==> config.mk <==
export PLATFORM = sky130hd
export DESIGN_NAME = lat_cfg_sequencer_flat
export DESIGN_NICKNAME = d
export VERILOG_FILES = /design/src/rtl/lat_pkg.sv /design/src/rtl/lat_cfg_sequencer_if.sv /design/src/rtl/lat_piso_shift.sv /design/src/rtl/lat_cfg_sequencer.sv /design/src/flat_wrapper.sv
export SDC_FILE = /design/constraint.sdc
export NUM_CORES = 1
export LEC_CHECK = 0
export CAP_MARGIN = 20
export CORE_MARGIN = 2
export CORE_UTILIZATION = 50
export DETAILED_ROUTE_END_ITERATION = 10
export PLACE_DENSITY = 0.76
export REMOVE_ABC_BUFFERS = 1
export SETUP_SLACK_MARGIN = 0.02
export SYNTH_ARGS = -nofsm -noshare
export SYNTH_HDL_FRONTEND = slang
export SYNTH_HIERARCHICAL = 1
export SYNTH_SLANG_ARGS = --single-unit
==> constraint.sdc <==
create_clock -name clk_in -period 4.8 [get_ports clk_in]
set_input_delay 0.48 -clock clk_in [delete_from_list [all_inputs] [get_ports clk_in]]
set_output_delay 0.48 -clock clk_in [all_outputs]
set_load 0.03 [all_outputs]
==> src/rtl/lat_pkg.sv <==
// Shared constants for the look-at-table config sequencer: word layout, widths and
// state encodings.
package lat_pkg;

   localparam int unsigned CFG_W    = 27;
   localparam int unsigned JUMP_W   = 5;
   localparam int unsigned N_JUMPS  = 5;
   localparam int unsigned CLKSEL_W = 2;

   // Config word layout: clk_sel on top, jump1..jump5 descending below it
   localparam int unsigned CLKSEL_LSB = CFG_W - CLKSEL_W;
   localparam int unsigned JUMP1_LSB  = 20;
   localparam int unsigned JUMP2_LSB  = 15;
   localparam int unsigned JUMP3_LSB  = 10;
   localparam int unsigned JUMP4_LSB  = 5;
   localparam int unsigned JUMP5_LSB  = 0;

   typedef logic [2:0] lat_state_t;

   localparam lat_state_t StIdle   = 3'd0;
   localparam lat_state_t StClr    = 3'd1;
   localparam lat_state_t StShift  = 3'd2;
   localparam lat_state_t StWait   = 3'd3;
   localparam lat_state_t StSettle = 3'd4;
   localparam lat_state_t StRun    = 3'd5;

   function automatic logic [CFG_W-1:0] cfg_pack(input logic [CLKSEL_W-1:0] clk_sel,
                                                 input logic [JUMP_W-1:0]   jump1,
                                                 input logic [JUMP_W-1:0]   jump2,
                                                 input logic [JUMP_W-1:0]   jump3,
                                                 input logic [JUMP_W-1:0]   jump4,
                                                 input logic [JUMP_W-1:0]   jump5);
      return {clk_sel, jump1, jump2, jump3, jump4, jump5};
   endfunction

endpackage

==> src/rtl/lat_cfg_sequencer_if.sv <==
// Config word valid/ready channel between the host and the sequencer.
interface lat_cfg_sequencer_if;

   logic [lat_pkg::CFG_W-1:0] cfg_word;
   logic                      cfg_valid;
   logic                      cfg_ready;

   modport master (output cfg_word, output cfg_valid, input cfg_ready);
   modport slave  (input cfg_word, input cfg_valid, output cfg_ready);

endinterface

==> src/rtl/lat_piso_shift.sv <==
// Parallel-load, MSB-first shift register with a bit down-counter; 'last' marks the
// cycle in which bit 0 is presented.
module lat_piso_shift #(
   parameter int unsigned Width = 27
) (
   input  logic             clk_in,
   input  logic             reset,
   input  logic             load,
   input  logic [Width-1:0] load_data,
   input  logic             shift_en,
   output logic             ser_out,
   output logic             last
);

   localparam int unsigned CntW = $clog2(Width);

   logic [Width-1:0] sr_q;
   logic [CntW-1:0]  cnt_q;

   always_ff @(posedge clk_in) begin
      if (!reset) begin
         sr_q  <= '0;
         cnt_q <= '0;
      end else if (load) begin
         sr_q  <= load_data;
         cnt_q <= CntW'(Width - 1);
      end else if (shift_en) begin
         sr_q <= {sr_q[Width-2:0], 1'b0};
         // Saturate at zero so the counter never wraps past bit 0
         if (cnt_q != '0) begin
            cnt_q <= cnt_q - 1'b1;
         end
      end
   end

   assign ser_out = sr_q[Width-1];
   assign last    = (cnt_q == '0);

endmodule

==> src/rtl/lat_cfg_sequencer.sv <==
// Accepts one table-FSM config word, shifts it MSB-first onto the SIPO line, waits for
// the SIPO 'finished' flag, settles, then releases the table FSM.
module lat_cfg_sequencer
   import lat_pkg::*;
#(
   parameter int unsigned SETTLE_CYC = 2,
   parameter int unsigned TMO_CYC    = 8
) (
   input  logic                clk_in,
   input  logic                reset,
   lat_cfg_sequencer_if.slave  cfg,
   output logic                ser_data,
   output logic                ser_en,
   output logic                sipo_rst_n,
   input  logic                sipo_finished,
   output logic                fsm_run,
   output logic                busy,
   output logic                err
);

   lat_state_t state_q, state_d;
   logic [7:0] cnt_q, cnt_d;
   logic       err_q, err_d;
   logic       rst_q;
   logic       accept;
   logic       shift_en;
   logic       piso_bit;
   logic       piso_last;

   assign accept   = cfg.cfg_valid & cfg.cfg_ready;
   assign shift_en = (state_q == StShift);

   lat_piso_shift #(
      .Width (CFG_W)
   ) u_piso (
      .clk_in    (clk_in),
      .reset     (reset),
      .load      (accept),
      .load_data (cfg.cfg_word),
      .shift_en  (shift_en),
      .ser_out   (piso_bit),
      .last      (piso_last)
   );

   // cnt_q is shared: timeout count in WAIT, settle count in SETTLE
   always_comb begin
      state_d = state_q;
      cnt_d   = cnt_q;
      err_d   = err_q;
      case (state_q)
         StIdle, StRun: begin
            if (accept) begin
               err_d   = 1'b0;
               state_d = StClr;
            end
         end
         StClr: state_d = StShift;
         StShift: begin
            if (piso_last) begin
               cnt_d   = '0;
               state_d = StWait;
            end
         end
         StWait: begin
            if (sipo_finished) begin
               cnt_d   = '0;
               state_d = StSettle;
            end else if (cnt_q == 8'(TMO_CYC - 1)) begin
               err_d   = 1'b1;
               state_d = StIdle;
            end else begin
               cnt_d = cnt_q + 8'd1;
            end
         end
         StSettle: begin
            if (cnt_q == 8'(SETTLE_CYC - 1)) begin
               state_d = StRun;
            end else begin
               cnt_d = cnt_q + 8'd1;
            end
         end
         default: state_d = StIdle;
      endcase
   end

   always_ff @(posedge clk_in) begin
      if (!reset) begin
         state_q <= StIdle;
         cnt_q   <= '0;
         err_q   <= 1'b0;
         rst_q   <= 1'b1;
      end else begin
         state_q <= state_d;
         cnt_q   <= cnt_d;
         err_q   <= err_d;
         rst_q   <= 1'b0;
      end
   end

   // rst_q holds the SIPO in clear for the cycle following any reset edge
   assign cfg.cfg_ready = (state_q == StIdle) || (state_q == StRun);
   assign ser_en        = shift_en;
   assign ser_data      = shift_en & piso_bit;
   assign sipo_rst_n    = !rst_q && (state_q != StClr);
   assign fsm_run       = (state_q == StRun);
   assign busy          = (state_q == StClr) || (state_q == StShift) ||
                          (state_q == StWait) || (state_q == StSettle);
   assign err           = err_q;

endmodule

==> src/flat_wrapper.sv <==
// flat-port wrapper written by rule: the top's interface ports become plain ports
module lat_cfg_sequencer_flat import lat_pkg::*;
#(
   parameter int unsigned SETTLE_CYC = 2,
   parameter int unsigned TMO_CYC    = 8
)
  (clk_in, reset, ser_data, ser_en, sipo_rst_n, sipo_finished, fsm_run, busy, err, cfg_cfg_word, cfg_cfg_valid, cfg_cfg_ready);
  lat_cfg_sequencer_if cfg_i ();
  input  logic clk_in;
  input  logic reset;
  output logic ser_data;
  output logic ser_en;
  output logic sipo_rst_n;
  input  logic sipo_finished;
  output logic fsm_run;
  output logic busy;
  output logic err;
  input wire logic [$bits(cfg_i.cfg_word)-1:0] cfg_cfg_word;
  input wire logic [$bits(cfg_i.cfg_valid)-1:0] cfg_cfg_valid;
  output wire logic [$bits(cfg_i.cfg_ready)-1:0] cfg_cfg_ready;
  assign cfg_i.cfg_word = cfg_cfg_word;
  assign cfg_i.cfg_valid = cfg_cfg_valid;
  assign cfg_cfg_ready = cfg_i.cfg_ready;
  lat_cfg_sequencer #(.SETTLE_CYC(SETTLE_CYC), .TMO_CYC(TMO_CYC)) u_core (.clk_in(clk_in), .reset(reset), .cfg(cfg_i), .ser_data(ser_data), .ser_en(ser_en), .sipo_rst_n(sipo_rst_n), .sipo_finished(sipo_finished), .fsm_run(fsm_run), .busy(busy), .err(err));
endmodule
# Word-level counts from Yosys, hierarchy flattened
# Cells that the tools add are included.
totals:
  register_bits: 45
  latchBits: 0
  ramBits: 0
  romBits: 0
  in_bits: 31
  out_inout_bits: 7
  wordCells: 69
  mem_count: 0
classes:
  add_sub_neg: 2
  multipliers: 0
  div_mod_pow: 0
  magnitude_cmp: 0
  n_eq_ne: 16
  n_shift: 0
  n_mux: 21
  n_bitwise: 3
  n_reduce_logical: 20
ops:
  columns: ["op", "n"]
  rows:
  - ["2-to-1 mux 27 bit", 2]
  - ["2-to-1 mux 8 bit", 4]
  - ["case mux 8 bit (3 select lines)", 1]
  - ["2-to-1 mux 3 bit", 5]
  - ["2-to-1 mux 5 bit", 3]
  - ["case mux 3 bit (5 select lines)", 1]
  - ["AND reduction 4 bit", 3]
  - ["adder 8 x 1 -> 8 bit (second input constant)", 1]
  - ["equality test 8 x 1 -> 1 bit (second input constant)", 1]
  - ["equality test 8 x 3 -> 1 bit (second input constant)", 1]
  - ["equality test 3 x 2 -> 1 bit (second input constant)", 2]
  - ["equality test 3 bit (second input constant)", 2]
  - ["inequality test 2 x 1 -> 1 bit (second input constant)", 3]
  - ["inequality test 2 bit (second input constant)", 3]
  - ["nonzero test 2 bit", 3]
  - ["logical NOT 5 bit", 1]
  - ["nonzero test 5 bit", 1]
  - ["subtractor 5 x 1 -> 5 bit (second input constant)", 1]
  - ["logical OR 1 bit", 4]
  - ["2-to-1 mux 1 bit", 4]
  - ["AND reduction 2 bit", 2]
  - ["OR reduction 2 bit", 2]
  - ["equality test 3 x 1 -> 1 bit (second input constant)", 1]
  - ["logical NOT 3 bit", 1]
  - ["9 further kinds", 10]

# Depth between registers and ports, before layout
depth:
  depth_word: 5
  mapped_depth: 9

# Cells and area by module
# Netlist, hierarchy kept.
by_module_without_submodules:
  columns: ["mod", "n_inst", "cells_each", "area_each_um2", "seq_area_each_um2"]
  rows:
  - ["lat_piso_shift", 1, 149, 1512.7, 640.6]
  - ["lat_cfg_sequencer", 1, 89, 754.5, 260.2]

# Worst setup path after synthesis
# No wires, ideal clock.
synth_timing:
  kind: "register -> register"
  startpoint: "register u_core.state_q[2]"
  endpoint: "register u_core.u_piso.sr_q[6]"
  arrival_ps: 1983
  t_required_ps: 4683
  path_slack_ps: 2700
  path_stages_with_launch: 9
  period_less_slack_ps: 2100
  path_cell_list: "dfxtp_1 buf_2 xor2_1 nor2_1 and2_1 inv_1 buf_6 clkbuf_1 o211a_1"
synth_between:
  elab_chain_len: 4
  elab_cells_between_ends: 7
  cone_classes: "eq/ne (2); mux (1); bitwise (1); reduce/logical (3)"
synth_rtl:
  columns: ["element", "line_no", "rtl"]
  rows:
  - ["start, declared", "lat_cfg_sequencer.sv:21", "lat_state_t state_q, state_d;"]
  - ["start signal, assigned", "lat_cfg_sequencer.sv:88", "state_q <= StIdle;"]
  - ["start signal, assigned", "lat_cfg_sequencer.sv:93", "state_q <= state_d;"]
  - ["equality test 3 bit / logical NOT 3 bit (equally long branches)", "lat_cfg_sequencer.sv:101", "assign cfg.cfg_ready = (state_q == StIdle) || (state_q == StRun);"]
  - ["logical OR 1 bit *", "lat_cfg_sequencer.sv:101", null]
  - ["net cfg_cfg_ready", "flat_wrapper.sv:20", "output wire logic [$bits(cfg_i.cfg_ready)-1:0] cfg_cfg_ready;"]
  - ["bitwise AND 1 bit *", "lat_cfg_sequencer.sv:30", "assign accept = cfg.cfg_valid & cfg.cfg_ready;"]
  - ["net u_core.accept", "lat_cfg_sequencer.sv:25", "logic accept;"]
  - ["2-to-1 mux 27 bit / nonzero test 2 bit (equally long branches)", null, null]
  - ["end signal, assigned", "lat_piso_shift.sv:25", "sr_q <= load_data;"]
  - ["end signal, assigned", "lat_piso_shift.sv:28", "sr_q <= {sr_q[Width-2:0], 1'b0};"]
  - ["end, declared", "lat_piso_shift.sv:17", "logic [Width-1:0] sr_q;"]
# Mark *: on every way through the listed nets, which the timed path passes. The rest lies on a longest branch.
# A chain may end at the register's enable or synchronous reset.

# Worst setup path after layout
layout_timing:
  startpoint: "register u_core.state_q[1]"
  endpoint: "output ser_en"
layout_between:
  elab_chain_len: 1
layout_rtl:
  columns: ["element", "line_no", "rtl"]
  rows:
  - ["equality test 3 x 2 -> 1 bit", "lat_cfg_sequencer.sv:31", "assign shift_en = (state_q == StShift);"]
  - ["end, declared", "flat_wrapper.sv:12", "output logic ser_en;"]
# Every way passes these cells.

==> results by group <==
Run status
  – Status: completed

Place
  – Post-DP HPWL: about 2800 microns
  – GPL Wtd Cong: around 0.78
  – Buffers on Ports: 37

Synth
  – Post-synthesis cell count: roughly 240
  – Share of the synthesized area in the top cell type: about two fifths
  – Post-synth top area cell: dfxtp_1
  – Post-synth EDFFs: 0
  – Sequential-to-total area share from yosys stat: 39.74%
  – Async S/R FF share, synth: 0%
  – Synth warn: 6
  – Top FF cell, synth: dfxtp_1
  – Syn Area/Cell: approximately 9.5 sq um
  – Yosys reg bits: 45
  – Synth top area cells: dfxtp_1 (40%), mux2i_1 (12%), o211a_1 (11%)
  – Synth unique cells: 45
  – Cell Area, Synth: between 2000 and 2500 sq um

STA
  – Relative slew slack: just over 60%
  – Endpoints failing hold: 0
  – Worst Tran Pin Value: between 0.5 and 0.6 ns
  – Achievable frequency: about 330 MHz
  – RSZ-0062 raised after global routing: false
  – Final Critical Period: ~3.0 ns
  – Max-slew violations: 0
  – Setup violation total in the final timing report: 0
  – Period utilization: a little over three fifths
  – Setup TNS: 0 ns
  – Setup Skew: between 0.01 and 0.015 ns

Clock network
  – Clk_lat worst skew: 0.30 ns
  – Htree depth: 2
  – CTS resizes: 0
  – Reg clk slew, reported paths: approximately 0.09 ns
  – CTS buffer count: 5
  – CTS Hold Buffers Added: 0
  – CTS tree: done
  – Maximum buffer depth of the clock tree: 2
  – Clock root buffer: clkbuf_8
  – Post-CTS Setup Repair Bufs: 0
  – Clk sink count: 45

Final layout
  – Layout cells sized above 1: under 10%
  – Core Util, Final: between 60 and 70%
  – N_diodes: 0
  – Area grow syn2layout: 22.57%
  – Fin nets: 303
  – Most frequent cells in the layout: dfxtp_1 (45), clkdlybuf4s50_1 (37), nand2_1 (33), mux2i_1 (28), o211a_1 (26)
  – Commonest non-fill, non-tap cell in the layout: dfxtp_1

Critical path
  – Crit path DAT: roughly 2.6 ns
  – Setup Crit Path Kind: reg2out
  – Worst Path Required: approximately 4.3 ns
  – Startpoint types: register
  – Crit end category: primary output
  – CP max FO: 20

Pwr
  – Final Power: about 0.0012 W
  – Peak VDD IR: approximately 260 uV
  – Cell Pwr Density: between 400 and 500 nW/um^2
  – Static leakage: 1.234 nW

Route
  – Via Count: 1,788
  – Number of antenna-violating nets in the routed design: 0
  – Drt first pass iters: 4
  – Drt initial violations: about 130
  – DR top layer: met4
  – Vias/cell: between 5 and 6
  – M1 WL: ~1900 microns
  – DR WL/cell: approximately 13 microns
  – Routed wire length: 4174 microns
  – # DRC: 0
  – Met3 WL: approximately 240 microns
  – Met2 wire length: between 1500 and 2000 microns

GRT
  – Total Routing Usage GR: between 10% and 20%
  – First-pass GRT wire length: 7265 microns
  – Grt ovf: 0
  – Initial antenna violation count: 0
  – Number of global-route vias before repair: between 1,500 and 2,000
  – Largest net degree at the start of global routing: 57

Die
  – Top-Level Pins: 38
  – Full die area: 5089 sq um
  – Rows: 24
  – Die X: between 70 and 80 microns
  – Core area: ~4400 sq um
  – Die height: 71.34 microns
  – Starting density of the core: between 50% and 60%

Job
  – Number of max-cap violations: 0

Worst hold path
  – Hold Crit Class: reg2reg
[area by class of cell]
class	count	area, sq um
inverters	7	26.28
well taps	52	65.06
multi-input cells	170	1260
fillers	372	1575
flip-flops and latches	45	900.9
repair buffers	40	392.9
clock buffers	5	68.82
clock inverters	3	65.06
[metal layers]
metal | GRT usage, % | vias up
met5 | 0 | -
met3 | 5.345 | 9
met4 | 9.434 | 0
met1 | 22.35 | 814
met2 | 28.40 | 49
li1 | - | 916
[cells in the mapped netlist, types with 3 or more instances]
cell,number
dfxtp_1,45
nand2_1,33
mux2i_1,28
o211a_1,26
nor2_1,13
a21oi_1,9
clkbuf_1,7
inv_1,7
buf_2,6
xnor2_1,6
nor3_1,4
ha_1,3
o21ai_0,3
o21ai_1,3
or3_1,3
[registers in the layout, indices dropped and copies added, names as in the netlist]
register,flops
u_core/cnt_q,8
u_core/u_piso/cnt_q,5
u_core/u_piso/sr_q,27
u_core/err,1
u_core/state_q,3
u_core/rst_q,1
[critical path, stage by stage (launching register included)]
cell and delay, ns:
dfxtp_1 0.57, nand2b_2 0.19, nor2_4 0.35, buf_4 0.39, clkdlybuf4s50_1 0.74
[metrics by stage]
stage	hold WS [ns]	worst slack [ns]	cell area (sq um)	cells
after detailed placement	0.4929	2.107	2645	314
final	0.5055	1.767	2779	322
after CTS	0.5085	1.764	2779	322
after global routing	0.5575	1.620	2779	322
after global placement	0.4825	2.134	2645	314
after floorplan	0.4638	1.073	2180	222
[power by group]
group	total [W]	internal (W)	switching [W]
combinational	0.000355	0.000173	0.000182
clock	0.000333	0.000207	0.000126
sequential	0.000478	0.000432	0.0000458
total	0.00117	0.000812	0.000355
[worst paths after layout]
check                                            from                                   to  slack [ns]  cells after the start
setup / recovery       u_core/state_q[1]$_SDFFE_PN0P_                               ser_en        1.77                      4
hold / removal    u_core/u_piso/cnt_q[0]$_SDFFE_PP0P_  u_core/u_piso/cnt_q[0]$_SDFFE_PP0P_        0.51                      2
setup reg to reg  u_core/u_piso/cnt_q[1]$_SDFFE_PN0P_         u_core/cnt_q[2]$_SDFFE_PN0P_        2.65                      8
hold reg to reg   u_core/u_piso/cnt_q[0]$_SDFFE_PP0P_  u_core/u_piso/cnt_q[0]$_SDFFE_PP0P_        0.51                      2
[kinds of logic after synthesis]
| group | after synthesis | share of synthesized area, % |
|---|---|---|
| adder cells (fa/ha/maj) | 3 | 1.656 |
| AO/OA/AOI/OAI | 54 | 19.54 |
| XOR/XNOR | 8 | 3.091 |
| flip-flops | 45 | 39.73 |
| buffers and inverters | 23 | 5.023 |
| multiplexers | 28 | 12.36 |
| AND/OR/NAND/NOR | 77 | 18.60 |
Power figures use the tool's default switching activity.
==> RTL edit, RTL diff (same settings) <==
Reset style: asynchronous (`reset`), changed in 2 clocked blocks.
--- a/src/rtl/lat_piso_shift.sv
+++ b/src/rtl/lat_piso_shift.sv
@@ -17,7 +17,7 @@
    logic [Width-1:0] sr_q;
    logic [CntW-1:0]  cnt_q;
 
-   always_ff @(posedge clk_in) begin
+   always_ff @(posedge clk_in or negedge reset) begin
       if (!reset) begin
          sr_q  <= '0;
          cnt_q <= '0;
--- a/src/rtl/lat_cfg_sequencer.sv
+++ b/src/rtl/lat_cfg_sequencer.sv
@@ -83,7 +83,7 @@
       endcase
    end
 
-   always_ff @(posedge clk_in) begin
+   always_ff @(posedge clk_in or negedge reset) begin
       if (!reset) begin
          state_q <= StIdle;
          cnt_q   <= '0;
Check against the original RTL: differs if reset is asserted again (counterexample within 4 cycles, from zero or initial values and one cycle with reset low); with reset held inactive, the same outputs for 10 cycles.
==> RTL edit against the original RTL <==
Sequential cell count did not move; design area rose by 1.2%; largest cell class is now flip-flops and latches; setup slack improved by 130 ps; synthesized area rose by 2.9%; clock skew fell by 2.3 ps; core utilization fell by 0.13 points; routed wire length fell by 0.55%; non-clock buffer count fell by 1; final cell count fell by 1.2%; count of clock-buffer cells in the layout rose by 1; synthesized cell count fell by 2.5%; critical path depth did not move.
Power is not compared: it rests on default switching activity, and its combinational part moved more than twofold at a synthesized area within 25%.
==> RTL edit: results (changes against the original RTL) <==
Compound-gate portion of the synthesized area: 12.12% (-7.4 points). The tools report the final weighted congestion of routability-driven global placement as 0.7920 (+2.0%). The detailed-routed wire length on met2 is 1.942 mm (+2.0%), and the worst-margin pin slew is 900.3 ps (+329.1 ps). The proportion of synthesized flip-flops having asynchronous set or reset is 100.0% (+100 points), and the aggregate global-route resource usage is 18.09% (+0.040 points). The area share of xor/xnor cells in the synthesized design was 2.629% (-0.46 points). The ratio of cells with drive above 1 in the final layout came out at 9.398% (+2.0 points). Adder-cell share of the synthesized area: 1.609% (-0.046 points). Multiplexer share of the synthesized area: 12.23% (-0.13 points). The path depth of the worst reg2reg path was 5 (-3).

The final setup skew is 10.38 ps (-2.268 ps). The run gives 63 (+11%) as the largest net degree at the start of global routing. The tools report the slack of the worst reg-to-reg path as 2290 ps (-360 ps). The number of cells in the design after placement was 309 (-1.6%). The number of distinct standard cells referenced by the synthesized netlist came out at 45 (unchanged).

The met1 usage was 24.34% (+2.0 points); the count of buffers from port buffering was 37 (unchanged). Top achievable clock speed: 0.3440 GHz (+4.3%). The count of synthesis-stage warnings from yosys is 6 (unchanged).

The worst setup path endpoint was ser_data. In this run the worst setup path begins at u_core/state_q[2]. The number of buffers between clock root and the deepest sink is 2 (unchanged). The number of nets in the finished design is 299 (-1.3%), and the half-perimeter wire length after detailed placement is 2.791 mm (-1.4%).

The maximum fanout encountered on the critical timing path is 19 (-5.0%). The worst slack at placement is 2231 ps (+123.6 ps). The run gives 4 (unchanged) as the length of the first detailed-routing pass in iterations. The met3 layer wire length in the routed design was 117 um (-51%). The cell family with the largest share of critical-path delay is simple AND/OR/NAND/NOR gates.

The number of gates given a new drive strength after cts was 0 (unchanged). The capture point of the worst reg-to-reg path is u_core/u_piso/cnt_q[3]. Clock root buffer: sky130_fd_sc_hd__clkbuf_8. Sorting the synthesized cells by area gives the leading types as sky130_fd_sc_hd__dfrtp_1 (47%), sky130_fd_sc_hd__mux2i_1 (12%), sky130_fd_sc_hd__o21ai_0 (6.9%). Met3 usage: 3.750% (-1.6 points). The met2 track demand over resource in global routing came out at 28.85% (+0.45 points). The kind of path behind the tightest hold check was in2async. The flow ran to the end, and the final reports show no timing, DRC or antenna violations.

The commonest cells after synthesis are sky130_fd_sc_hd__dfrtp_1 (44), sky130_fd_sc_hd__nand2_1 (37), sky130_fd_sc_hd__o21ai_0 (32). The sequential fraction of the synthesis area was 48.34% (+8.6 points). The cell count after synthesis was 232 (-2.5%); the first-pass GRT wire length was 7.479 mm (+2.9%). The arrival time of the worst setup path is 2430 ps (-120 ps), and the met1 wire length is 2.019 mm (+5.1%).

The total placed instance area is 2704 sq um (+2.2%), and the total vias in the final route is 1696 (-5.1%). The average routed wire per standard cell was 13.05 um (+0.70%); the latest clock arrival within the worst-skew pair was 300 ps (about the same). The number of post-CTS setup repair buffers is 0 (unchanged). The run gives 99 (-25%) as the violation count after the first detailed-routing iteration. Among all flip-flop cells after synthesis, the most frequent one is sky130_fd_sc_hd__dfrtp_1. Largest incremental delay on the critical path: 660 ps (-80 ps).

The final standard cell count with taps included and fillers excluded came out at 318 (-1.2%).
[RTL edit: worst min path at each step]
stage / depth (start not counted) / from / to / slack [ps]
6_report: 1 / reset / u_core/u_piso/sr_q[20] / 120
3_3_place_gp: 2 / u_core/cnt_q[1] / u_core/cnt_q[1] / 520
3_5_place_dp: 2 / u_core/cnt_q[1] / u_core/cnt_q[1] / 530
5_1_grt: 1 / reset / u_core/u_piso/sr_q[20] / 140
4_1_cts: 1 / reset / u_core/u_piso/sr_q[20] / 370
2_1_floorplan: 0 / reset / u_core/cnt_q[0] / 180
[RTL edit: power breakdown]
group          internal (W)  leakage, nW  switching, W
Sequential         0.000530        0.567      0.000131
Combinational      0.000340        0.556      0.000381
Clock              0.000103       0.0374      0.000128
Total              0.000973         1.16      0.000640
[RTL edit: area by class of cell]
type | instances | area (sq um)
inverter | 4 | 15.01
tap | 52 | 65.06
timing repair buffer | 39 | 392.9
sequential | 45 | 1127
clock inverter | 2 | 15.01
fill | 369 | 1603
multi-input combinational | 170 | 1124
clock buffer | 6 | 72.57
